`config.mk`:
```
export PLATFORM = sky130hd
export DESIGN_NAME = stream_fifo
export DESIGN_NICKNAME = d
export VERILOG_FILES = /design/src/rtl/ekf_fifo_pkg.sv /design/src/rtl/stream_fifo_ptr.sv /design/src/rtl/stream_fifo.sv
export SDC_FILE = /design/constraint.sdc
export NUM_CORES = 1
export LEC_CHECK = 0
export ABC_AREA = 1
export BUFFER_PORTS_ARGS = -buffer_cell sky130_fd_sc_hd__buf_2
export CAP_MARGIN = 20
export CORE_ASPECT_RATIO = 0.5
export CORE_MARGIN = 8
export CORE_UTILIZATION = 56
export DETAILED_ROUTE_END_ITERATION = 6
export PLACE_DENSITY = 0.76
export SYNTH_ARGS = -nofsm -noshare
export SYNTH_HDL_FRONTEND = slang
export SYNTH_SLANG_ARGS = --single-unit
```
`constraint.sdc`:
```
create_clock -name clk -period 1.9 [get_ports clk]
set_input_delay 0.285 -clock clk [delete_from_list [all_inputs] [get_ports clk]]
set_output_delay 0.285 -clock clk [all_outputs]
set_load 0.02 [all_outputs]
```
`src/rtl/ekf_fifo_pkg.sv`:
```
// Shared widths and status bundle for the EKF stream FIFOs.
// Monitors use fifo_status_t to snapshot FIFO occupancy and error state.
package ekf_fifo_pkg;

  localparam int STATUS_LVL_W = 16;

  function automatic int fifo_w(input int n);
    return (n <= 2) ? 1 : $clog2(n);
  endfunction

  typedef struct packed {
    logic [STATUS_LVL_W-1:0] level;
    logic                    almost_full;
    logic                    almost_empty;
    logic                    overflow;
    logic                    underflow;
  } fifo_status_t;

endpackage

```
`src/rtl/stream_fifo_ptr.sv`:
```
// Wrapping pointer counter for stream_fifo.
// Wraps explicitly at DEPTH-1, so any DEPTH is supported.
module stream_fifo_ptr
  import ekf_fifo_pkg::*;
#(
  parameter int DEPTH = 16,
  parameter int PTR_W = fifo_w(DEPTH)
) (
  input  logic             clk,
  input  logic             sys_rst_n,
  input  logic             inc,
  input  logic             clr,
  output logic [PTR_W-1:0] ptr
);

  logic [PTR_W-1:0] ptr_q;
  logic [PTR_W-1:0] ptr_d;

  always_comb begin
    ptr_d = ptr_q;
    unique case (1'b1)
      clr: ptr_d = '0;
      inc: begin
        if (ptr_q == PTR_W'(DEPTH - 1)) ptr_d = '0;
        else ptr_d = ptr_q + PTR_W'(1);
      end
      default: ptr_d = ptr_q;
    endcase
  end

  always_ff @(posedge clk or negedge sys_rst_n) begin
    if (!sys_rst_n) ptr_q <= '0;
    else ptr_q <= ptr_d;
  end

  assign ptr = ptr_q;

endmodule

```
`src/rtl/stream_fifo.sv`:
```
// FWFT valid/ready FIFO with level, thresholds and flush.
// Sticky error flags are built only with STREAM_FIFO_ERR_EN.
module stream_fifo
  import ekf_fifo_pkg::*;
#(
  parameter int DATA_W    = 16,
  parameter int DEPTH     = 16,
  parameter int AFULL_TH  = 14,
  parameter int AEMPTY_TH = 2,
  localparam int LVL_W    = fifo_w(DEPTH + 1)
) (
  input  logic              clk,
  input  logic              sys_rst_n,
  input  logic              flush,
  input  logic              s_valid,
  output logic              s_ready,
  input  logic [DATA_W-1:0] s_data,
  output logic              m_valid,
  input  logic              m_ready,
  output logic [DATA_W-1:0] m_data,
  output logic [LVL_W-1:0]  level,
  output logic              almost_full,
  output logic              almost_empty,
  output logic              overflow,
  output logic              underflow,
  input  logic              err_clr
);

  localparam int PTR_W = fifo_w(DEPTH);

  logic [DATA_W-1:0] mem_q [DEPTH];
  logic [DATA_W-1:0] mem_d [DEPTH];
  logic [LVL_W-1:0]  level_q;
  logic [LVL_W-1:0]  level_d;
  logic [PTR_W-1:0]  wr_ptr;
  logic [PTR_W-1:0]  rd_ptr;
  logic              push;
  logic              pop;

  assign s_ready = (level_q != LVL_W'(DEPTH));
  assign m_valid = (level_q != '0);
  assign push    = s_valid && s_ready && !flush;
  assign pop     = m_valid && m_ready && !flush;

  stream_fifo_ptr #(
    .DEPTH (DEPTH),
    .PTR_W (PTR_W)
  ) u_wr_ptr (
    .clk       (clk),
    .sys_rst_n (sys_rst_n),
    .inc       (push),
    .clr       (flush),
    .ptr       (wr_ptr)
  );

  stream_fifo_ptr #(
    .DEPTH (DEPTH),
    .PTR_W (PTR_W)
  ) u_rd_ptr (
    .clk       (clk),
    .sys_rst_n (sys_rst_n),
    .inc       (pop),
    .clr       (flush),
    .ptr       (rd_ptr)
  );

  always_comb begin
    level_d = level_q;
    unique case (1'b1)
      flush:         level_d = '0;
      push && !pop:  level_d = level_q + LVL_W'(1);
      pop  && !push: level_d = level_q - LVL_W'(1);
      default:       level_d = level_q;
    endcase
  end

  always_comb begin
    mem_d = mem_q;
    if (push) mem_d[wr_ptr] = s_data;
  end

  always_ff @(posedge clk or negedge sys_rst_n) begin
    if (!sys_rst_n) begin
      level_q <= '0;
      for (int i = 0; i < DEPTH; i++) mem_q[i] <= '0;
    end else begin
      level_q <= level_d;
      mem_q   <= mem_d;
    end
  end

  assign level        = level_q;
  assign m_data       = mem_q[rd_ptr];
  assign almost_full  = (level_q >= LVL_W'(AFULL_TH));
  assign almost_empty = (level_q <= LVL_W'(AEMPTY_TH));

`ifdef STREAM_FIFO_ERR_EN
  logic ovf_q, ovf_d;
  logic unf_q, unf_d;

  // A new error in the same cycle as err_clr must win.
  always_comb begin
    ovf_d = ovf_q;
    unf_d = unf_q;
    if (err_clr) begin
      ovf_d = 1'b0;
      unf_d = 1'b0;
    end
    if (s_valid && !s_ready) ovf_d = 1'b1;
    if (m_ready && !m_valid) unf_d = 1'b1;
  end

  always_ff @(posedge clk or negedge sys_rst_n) begin
    if (!sys_rst_n) begin
      ovf_q <= 1'b0;
      unf_q <= 1'b0;
    end else begin
      ovf_q <= ovf_d;
      unf_q <= unf_d;
    end
  end

  assign overflow  = ovf_q;
  assign underflow = unf_q;
`else
  logic unused_err_clr;
  assign unused_err_clr = err_clr;
  assign overflow       = 1'b0;
  assign underflow      = 1'b0;
`endif

endmodule

```
==> results of run 1 <==
==> per-stage QoR <==
stage,cells,setup TNS (ps),util (%),area (µm²),worst slack (ps)
after floorplan,1873,0,-,13590,4.530
after global placement,2225,-371.6,62.52,14890,-70.01
after detailed placement,2225,-345.2,62.52,14890,-58.63
after CTS,2286,-8683,68.97,16430,-575.7
after global routing,2295,-10110,70.78,16860,-649.0
final,2295,-8990,70.78,16860,-595.7
==> repair_timing <==
item                                   4_1_cts  5_1_grt
hold buffers                                 1        0
pin swaps                                   34       43
setup endpoints to repair                   20       63
buffers inserted                            15        8
gates cloned                                 5        2
endpoints found under the hold margin      269        0
gates resized for setup                    138       89
==> worst paths after layout <==
path | start | end | slack (ps)
min in group asynchronous | sys_rst_n | mem_q[71] | 190
worst max-delay path | u_rd_ptr.ptr[0] | m_data[12] | -600
worst max register to register | level[2] | level[4] | -90
max in group asynchronous | sys_rst_n | level[2] | 950
worst min-delay path | m_ready | u_rd_ptr.ptr[3] | 140
worst min register to register | mem_q[203] | mem_q[203] | 480
==> state kept, by name (all words and copies together), names as in the netlist <==
signal,flops
level,5
mem_q,256
u_rd_ptr.ptr,4
u_wr_ptr.ptr,4
==> cell type report <==
type | count | area [µm²] | share of cell area [%]
sequential | 269 | 6743 | 39.99
multi-input combinational | 1451 | 6683 | 39.63
timing repair buffer | 190 | 2086 | 12.37
clock buffer | 34 | 709.4 | 4.207
tap | 315 | 394.1 | 2.337
clock inverter | 9 | 127.6 | 0.7568
inverter | 27 | 120.1 | 0.7123
==> metal layers <==
metal / vias to the layer above / track usage [%]
met1: 6197 / 38.51
met5: - / 0
li1: 5980 / -
met2: 773 / 42.19
met4: 0 / 10.04
met3: 108 / 10.08
==> kinds of logic (layout without fill, tap and decap cells) <==
kind of cell | Yosys count | after routing | share of synthesized area (%)
AND/OR/NAND/NOR | 1352 | 1352 | 40.35
other | 1 | 2 | 0.02784
XOR/XNOR | 4 | 4 | 0.2600
flip-flops | 269 | 269 | 49.97
buffers and inverters | 153 | 260 | 5.238
adder cells (fa/ha/maj) | 11 | 11 | 1.077
AO/OA/AOI/OAI | 82 | 82 | 3.084
==> worst max-delay path, stage by stage (launching register included) <==
cell and delay (ps):
dfrtp_4 560, buf_12 170, bufbuf_16 280, nand2_2 70, nand3_2 70, a21oi_2 160
nor2_4 70, nand2_2 70, nand2_2 80, buf_6 140
==> where the power goes <==
group,switching (mW),internal [mW],total [mW]
registers,0.419,6.38,6.79
logic,3.13,2.26,5.39
clock network,2.25,3.02,5.27
total,5.81,11.6,17.5
==> placed cells by master, fill, tap and decap left out, types with 4 or more instances in the layout <==
cell type,n
clkbuf_16,27
o21ai_1,11
ha_1,6
nand2_2,47
ha_4,4
clkbuf_8,5
dfrtp_1,262
nand3_4,7
buf_12,37
inv_2,6
inv_1,14
nand2_1,1024
nor2_2,21
nor2_1,71
nand4_1,16
nor2_4,27
dfrtp_2,6
a21oi_1,26
a21oi_2,7
o21ai_0,30
nand2_4,8
nand3_1,109
buf_6,27
nand3_2,16
buf_4,89
clkinv_2,4
clkbuf_1,4
buf_2,27
==> impl_metrics.json, run 1 <==
{
  "status": "complete, but fails checks",
  "violations": "setup timing",
  "drt-total-wl_mm": 44.68,
  "crit_arrival_ps": 2210,
  "clockBufferDepth": 3,
  "root_buffer": "clkbuf_16",
  "holdPathStages": 4,
  "die_area_mm2": 0.02958,
  "hold_viol_final": 0,
  "viasPerCell": 5.690,
  "leakage_nw": 8.936,
  "floorplan.initialDensity_pct": 56.55,
  "postRouteAntennaNets": 0,
  "synth_top_area_share_pct": 49.97,
  "top_layer_used": "met4",
  "worstSetupPathType": "register to output pin",
  "hold_path_class": "input pin to register",
  "port_buffers": 45,
  "post-route-period-util_pct": 131.4,
  "end_kind": "output pin",
  "ys_warn_count": 0,
  "min_period_ps": 2496,
  "grt_overflow": 0,
  "max_slew.worst_pin.slew_ps": 528.3,
  "wl_per_cell_um": 19.47,
  "synth_flop_cell": "dfrtp_1",
  "io_pins": 49,
  "die_w_um": 235.3,
  "path_clk_slew_ps": 70,
  "drtIter0Drc": 1857,
  "fmax_mhz": 400.7,
  "synth_top_cell_by_area": "dfrtp_1",
  "synth_top_cells_by_count": "1078 x nand2_1, 269 x dfrtp_1, 129 x nand3_1",
  "startpoint_type": "register",
  "relSlewSlack_pct": 64.78,
  "cts_tree": "done",
  "synth-async-reset-ratio_pct": 100.0,
  "diodes": 0,
  "synth_edf_count": 0,
  "avgSynthCellArea_um2": 7.196,
  "grt_pass1_wl_mm": 67.58,
  "wl_met1_mm": 17.75,
  "fill_cells": 1764,
  "yosysSeqAreaShare_pct": 49.97,
  "first_global_vias": 12280,
  "dp_hpwl_mm": 26.30,
  "layout-drive-gt1-share_pct": 20.05,
  "cp_max_fo": 10,
  "power_density_mw_per_mm2": 1035,
  "grt_max_degree": 85,
  "grt_util_all_layers_pct": 28.49,
  "hold-worst-slack_ps": 137.2,
  "peakVddDrop_mv": 0.6574,
  "finalNetCount": 1997,
  "cts_made_buffers": 25,
  "fp-row-count": 40,
  "setup_violations": 18,
  "power.total_mw": 17.45,
  "die_h_um": 125.7,
  "fin_ws_ps": -595.7,
  "wl_met3_mm": 5.753,
  "clock_skew_ps": 12.26,
  "syn_area_mm2": 0.01347,
  "slew_violations": 0,
  "synth_seq_cells": 269,
  "dr_wl_met2_mm": 19.61,
  "drc": 0,
  "grt_setup_unrepaired": "true",
  "dr.pass1.iters": 6,
  "htreeDepth": 1,
  "cp.required_ps": 1620,
  "synthCells": 1872,
  "synth.distinct_cells": 29,
  "clkLatencyLatePin_ps": 540,
  "clock_sinks": 269,
  "netlist_top_cells_area": "dfrtp_1 50%, nand2_1 30%, nand3_1 4.8%",
  "vias": 13060,
  "gp_congestion": 0.8881,
  "rr_worst_depth": 13,
  "max_cap_viol_count": 0,
  "syn_to_final_growth_pct": 25.17,
  "core-area_mm2": 0.02382,
  "yosysMostFrequentCell": "nand2_1",
  "antenna_found_initial": 0
}
(Power assumes the default switching activity.)
==> run 2, diff against run 1 <==
--- a/config.mk
+++ b/config.mk
@@ -11,8 +11,9 @@
 export CORE_ASPECT_RATIO = 0.5
 export CORE_MARGIN = 8
 export CORE_UTILIZATION = 56
+export CTS_CLUSTER_SIZE = 28
 export DETAILED_ROUTE_END_ITERATION = 6
-export PLACE_DENSITY = 0.76
+export PLACE_DENSITY_LB_ADDON = 0.12
 export SYNTH_ARGS = -nofsm -noshare
 export SYNTH_HDL_FRONTEND = slang
 export SYNTH_SLANG_ARGS = --single-unit
==> run 2 against run 1 <==
Effect of this change:
- the flow still finishes with violations (setup timing)
- critical path depth is the same
- non-clock buffer count shrank 21
- count of clock-buffer cells in the layout grew 1
- register-to-register slack gained 130 ps
- hold slack lost 32 ps
- flip-flop and latch count is the same
- setup slack lost 21 ps
- first-iteration DRC count shrank 28%
- routed wire length grew 3.3%
- power shrank 0.59%
- critical endpoint is now m_data[13]
==> impl_metrics.json, run 2 (synthesized netlist as in run 1, its figures left out) <==
{
  "cts_tree": "done",
  "port_buffers": 45,
  "peakVddDrop_mv": 0.6470,
  "grt_util_all_layers_pct": 29.57,
  "final_cell_mix": "1030 x nand2_1, 263 x dfrtp_1, 96 x nand3_1",
  "htreeDepth": 1,
  "postRouteAntennaNets": 0,
  "clock_sinks": 269,
  "syn_to_final_growth_pct": 24.06,
  "fill_cells": 1937,
  "startpoint_type": "register",
  "die_h_um": 125.7,
  "clkLatencyLatePin_ps": 560,
  "wl_per_cell_um": 20.28,
  "path_cells": "buf_12 > clkbuf_16 > nand2_1 > nand3_1 > a21oi_1 > nor2_1 > nand2_2 > nand2_1 > buf_6",
  "cp_max_fo": 8,
  "largest_reg_flops": 256,
  "first_global_vias": 12350,
  "diodes": 0,
  "multi_input_area_mm2": 0.006648,
  "grt_setup_unrepaired": "true",
  "holdPathStages": 3,
  "max_cap_viol_count": 0,
  "cpMostUsedCell": "nand2_1",
  "worstSetupPathType": "register to output pin",
  "vias": 12910,
  "floorplan.initialDensity_pct": 56.55,
  "fmax_mhz": 397.4,
  "viasPerCell": 5.676,
  "min_period_ps": 2516,
  "clockBufferDepth": 3,
  "place_inst": 2204,
  "dp_hpwl_mm": 28.60,
  "path_clk_slew_ps": 70,
  "core-area_mm2": 0.02382,
  "rr_endpoint": "level[4]",
  "max_slew.worst_pin.slew_ps": 619.4,
  "hold_path_class": "input pin to register",
  "grt_pass1_wl_mm": 69.25,
  "leakage_nw": 8.876,
  "cp.buffers_inverters": 3,
  "drtIter0Drc": 1336,
  "cp.required_ps": 1620,
  "grt_max_degree": 58,
  "final_common_cell": "nand2_1",
  "root_buffer": "clkbuf_16",
  "crit_slowest_cell": "dfrtp_4",
  "hold_viol_final": 0,
  "crit_arrival_ps": 2230,
  "antenna_found_initial": 0,
  "status": "complete, but fails checks",
  "layoutNonFillerInstCount": 2275,
  "fp-row-count": 40,
  "end_kind": "output pin",
  "regArea_mm2": 0.006741,
  "rr_worst_depth": 10,
  "setup_violations": 16,
  "drc": 0,
  "r2r-start": "level[2]",
  "violations": "setup timing",
  "power.total_mw": 17.35,
  "grt_overflow": 0,
  "power_density_mw_per_mm2": 1038,
  "clock_skew_ps": 24.08,
  "die_area_mm2": 0.02958,
  "layout-drive-gt1-share_pct": 19.80,
  "die_w_um": 235.3,
  "fin_ws_ps": -616.3,
  "io_pins": 49,
  "hold_end": "u_wr_ptr.ptr[3]",
  "gp_congestion": 0.8800,
  "dr.pass1.iters": 6,
  "r2r_slack_ps": 40,
  "slowest_delay_ps": 580,
  "min_from": "s_valid",
  "slew_violations": 0,
  "drt-total-wl_mm": 46.15,
  "regMostFlops": "mem_q",
  "finalNetCount": 1976,
  "post-route-period-util_pct": 132.4,
  "pre_cts_slack_ps": -43.77,
  "relSlewSlack_pct": 58.71,
  "critPathLaunch": "u_rd_ptr.ptr[0]",
  "setup_tns_ps": -9133,
  "cts_made_buffers": 25,
  "critPathTopFamily": "flip-flops"
}
## run 2: cell types whose count changed in the layout (fill, tap and decap cells not counted), moves of 7 or more
| cell | delta |
|---|---|
| o21ai_1 | +10 |
| a21oi_1 | -10 |
| nand3_1 | -13 |
| a21oi_2 | +12 |
| clkbuf_16 | +8 |
| buf_6 | -7 |
| nand3_2 | +16 |
| o21ai_0 | -12 |
| buf_4 | -16 |
## run 2: timing repair
item	in CTS	in global routing
hold buffers	1	0
endpoints found under the setup margin	30	70
buffers inserted	1	13
pin swaps	11	53
hold endpoints to repair	50	0
gates resized for setup	76	143
gates cloned	3	10
## run 2: layout make-up
| class | instances | area share [%] |
|---|---|---|
| timing repair buffer | 169 | 11.74 |
| clock inverter | 9 | 0.7860 |
| inverter | 27 | 0.6812 |
| clock buffer | 35 | 4.327 |
| tap | 315 | 2.358 |
| sequential | 269 | 40.34 |
| multi-input combinational | 1451 | 39.77 |
## run 2: per-layer routing
layer / part of all wire, % / GRT usage [%] / routed length, µm
met1: 41 / 40.19 / 18940
met2: 42 / 43.06 / 19420
met3: 13 / 11.60 / 6024
met4: 3.8 / 9.534 / 1765
met5: 0 / 0 / 0
## run 2: tightest hold or removal path: stages
cell and delay [ps]:
buf_2 120, nand3_4 100, o21ai_0 80
## run 2: through the flow
| stage | util [%] | area (µm²) | hold WS, ps |
|---|---|---|---|
| 2_1_floorplan | - | 13590 | -10.59 |
| 3_3_place_gp | 61.80 | 14720 | 260.8 |
| 3_5_place_dp | 61.80 | 14720 | 262.5 |
| 4_1_cts | 66.80 | 15910 | 95.19 |
| 5_1_grt | 70.16 | 16710 | 111.7 |
| 6_report | 70.16 | 16710 | 104.7 |
## run 2: worst max path at each step
stage	to	slack, ps	cells past startpoint
6_report	m_data[13]	-620	9
3_3_place_gp	m_data[12]	-30	9
4_1_cts	m_data[2]	-610	10
5_1_grt	m_data[2]	-680	10
2_1_floorplan	level[4]	5	11
3_5_place_dp	m_data[6]	-40	10
## run 2: power by group
group	switching [mW]	internal [mW]	leakage (nW)	total (mW)
Combinational	3.07	2.12	4.79	5.19
Sequential	0.426	6.38	3.66	6.80
Clock	2.29	3.06	0.423	5.36
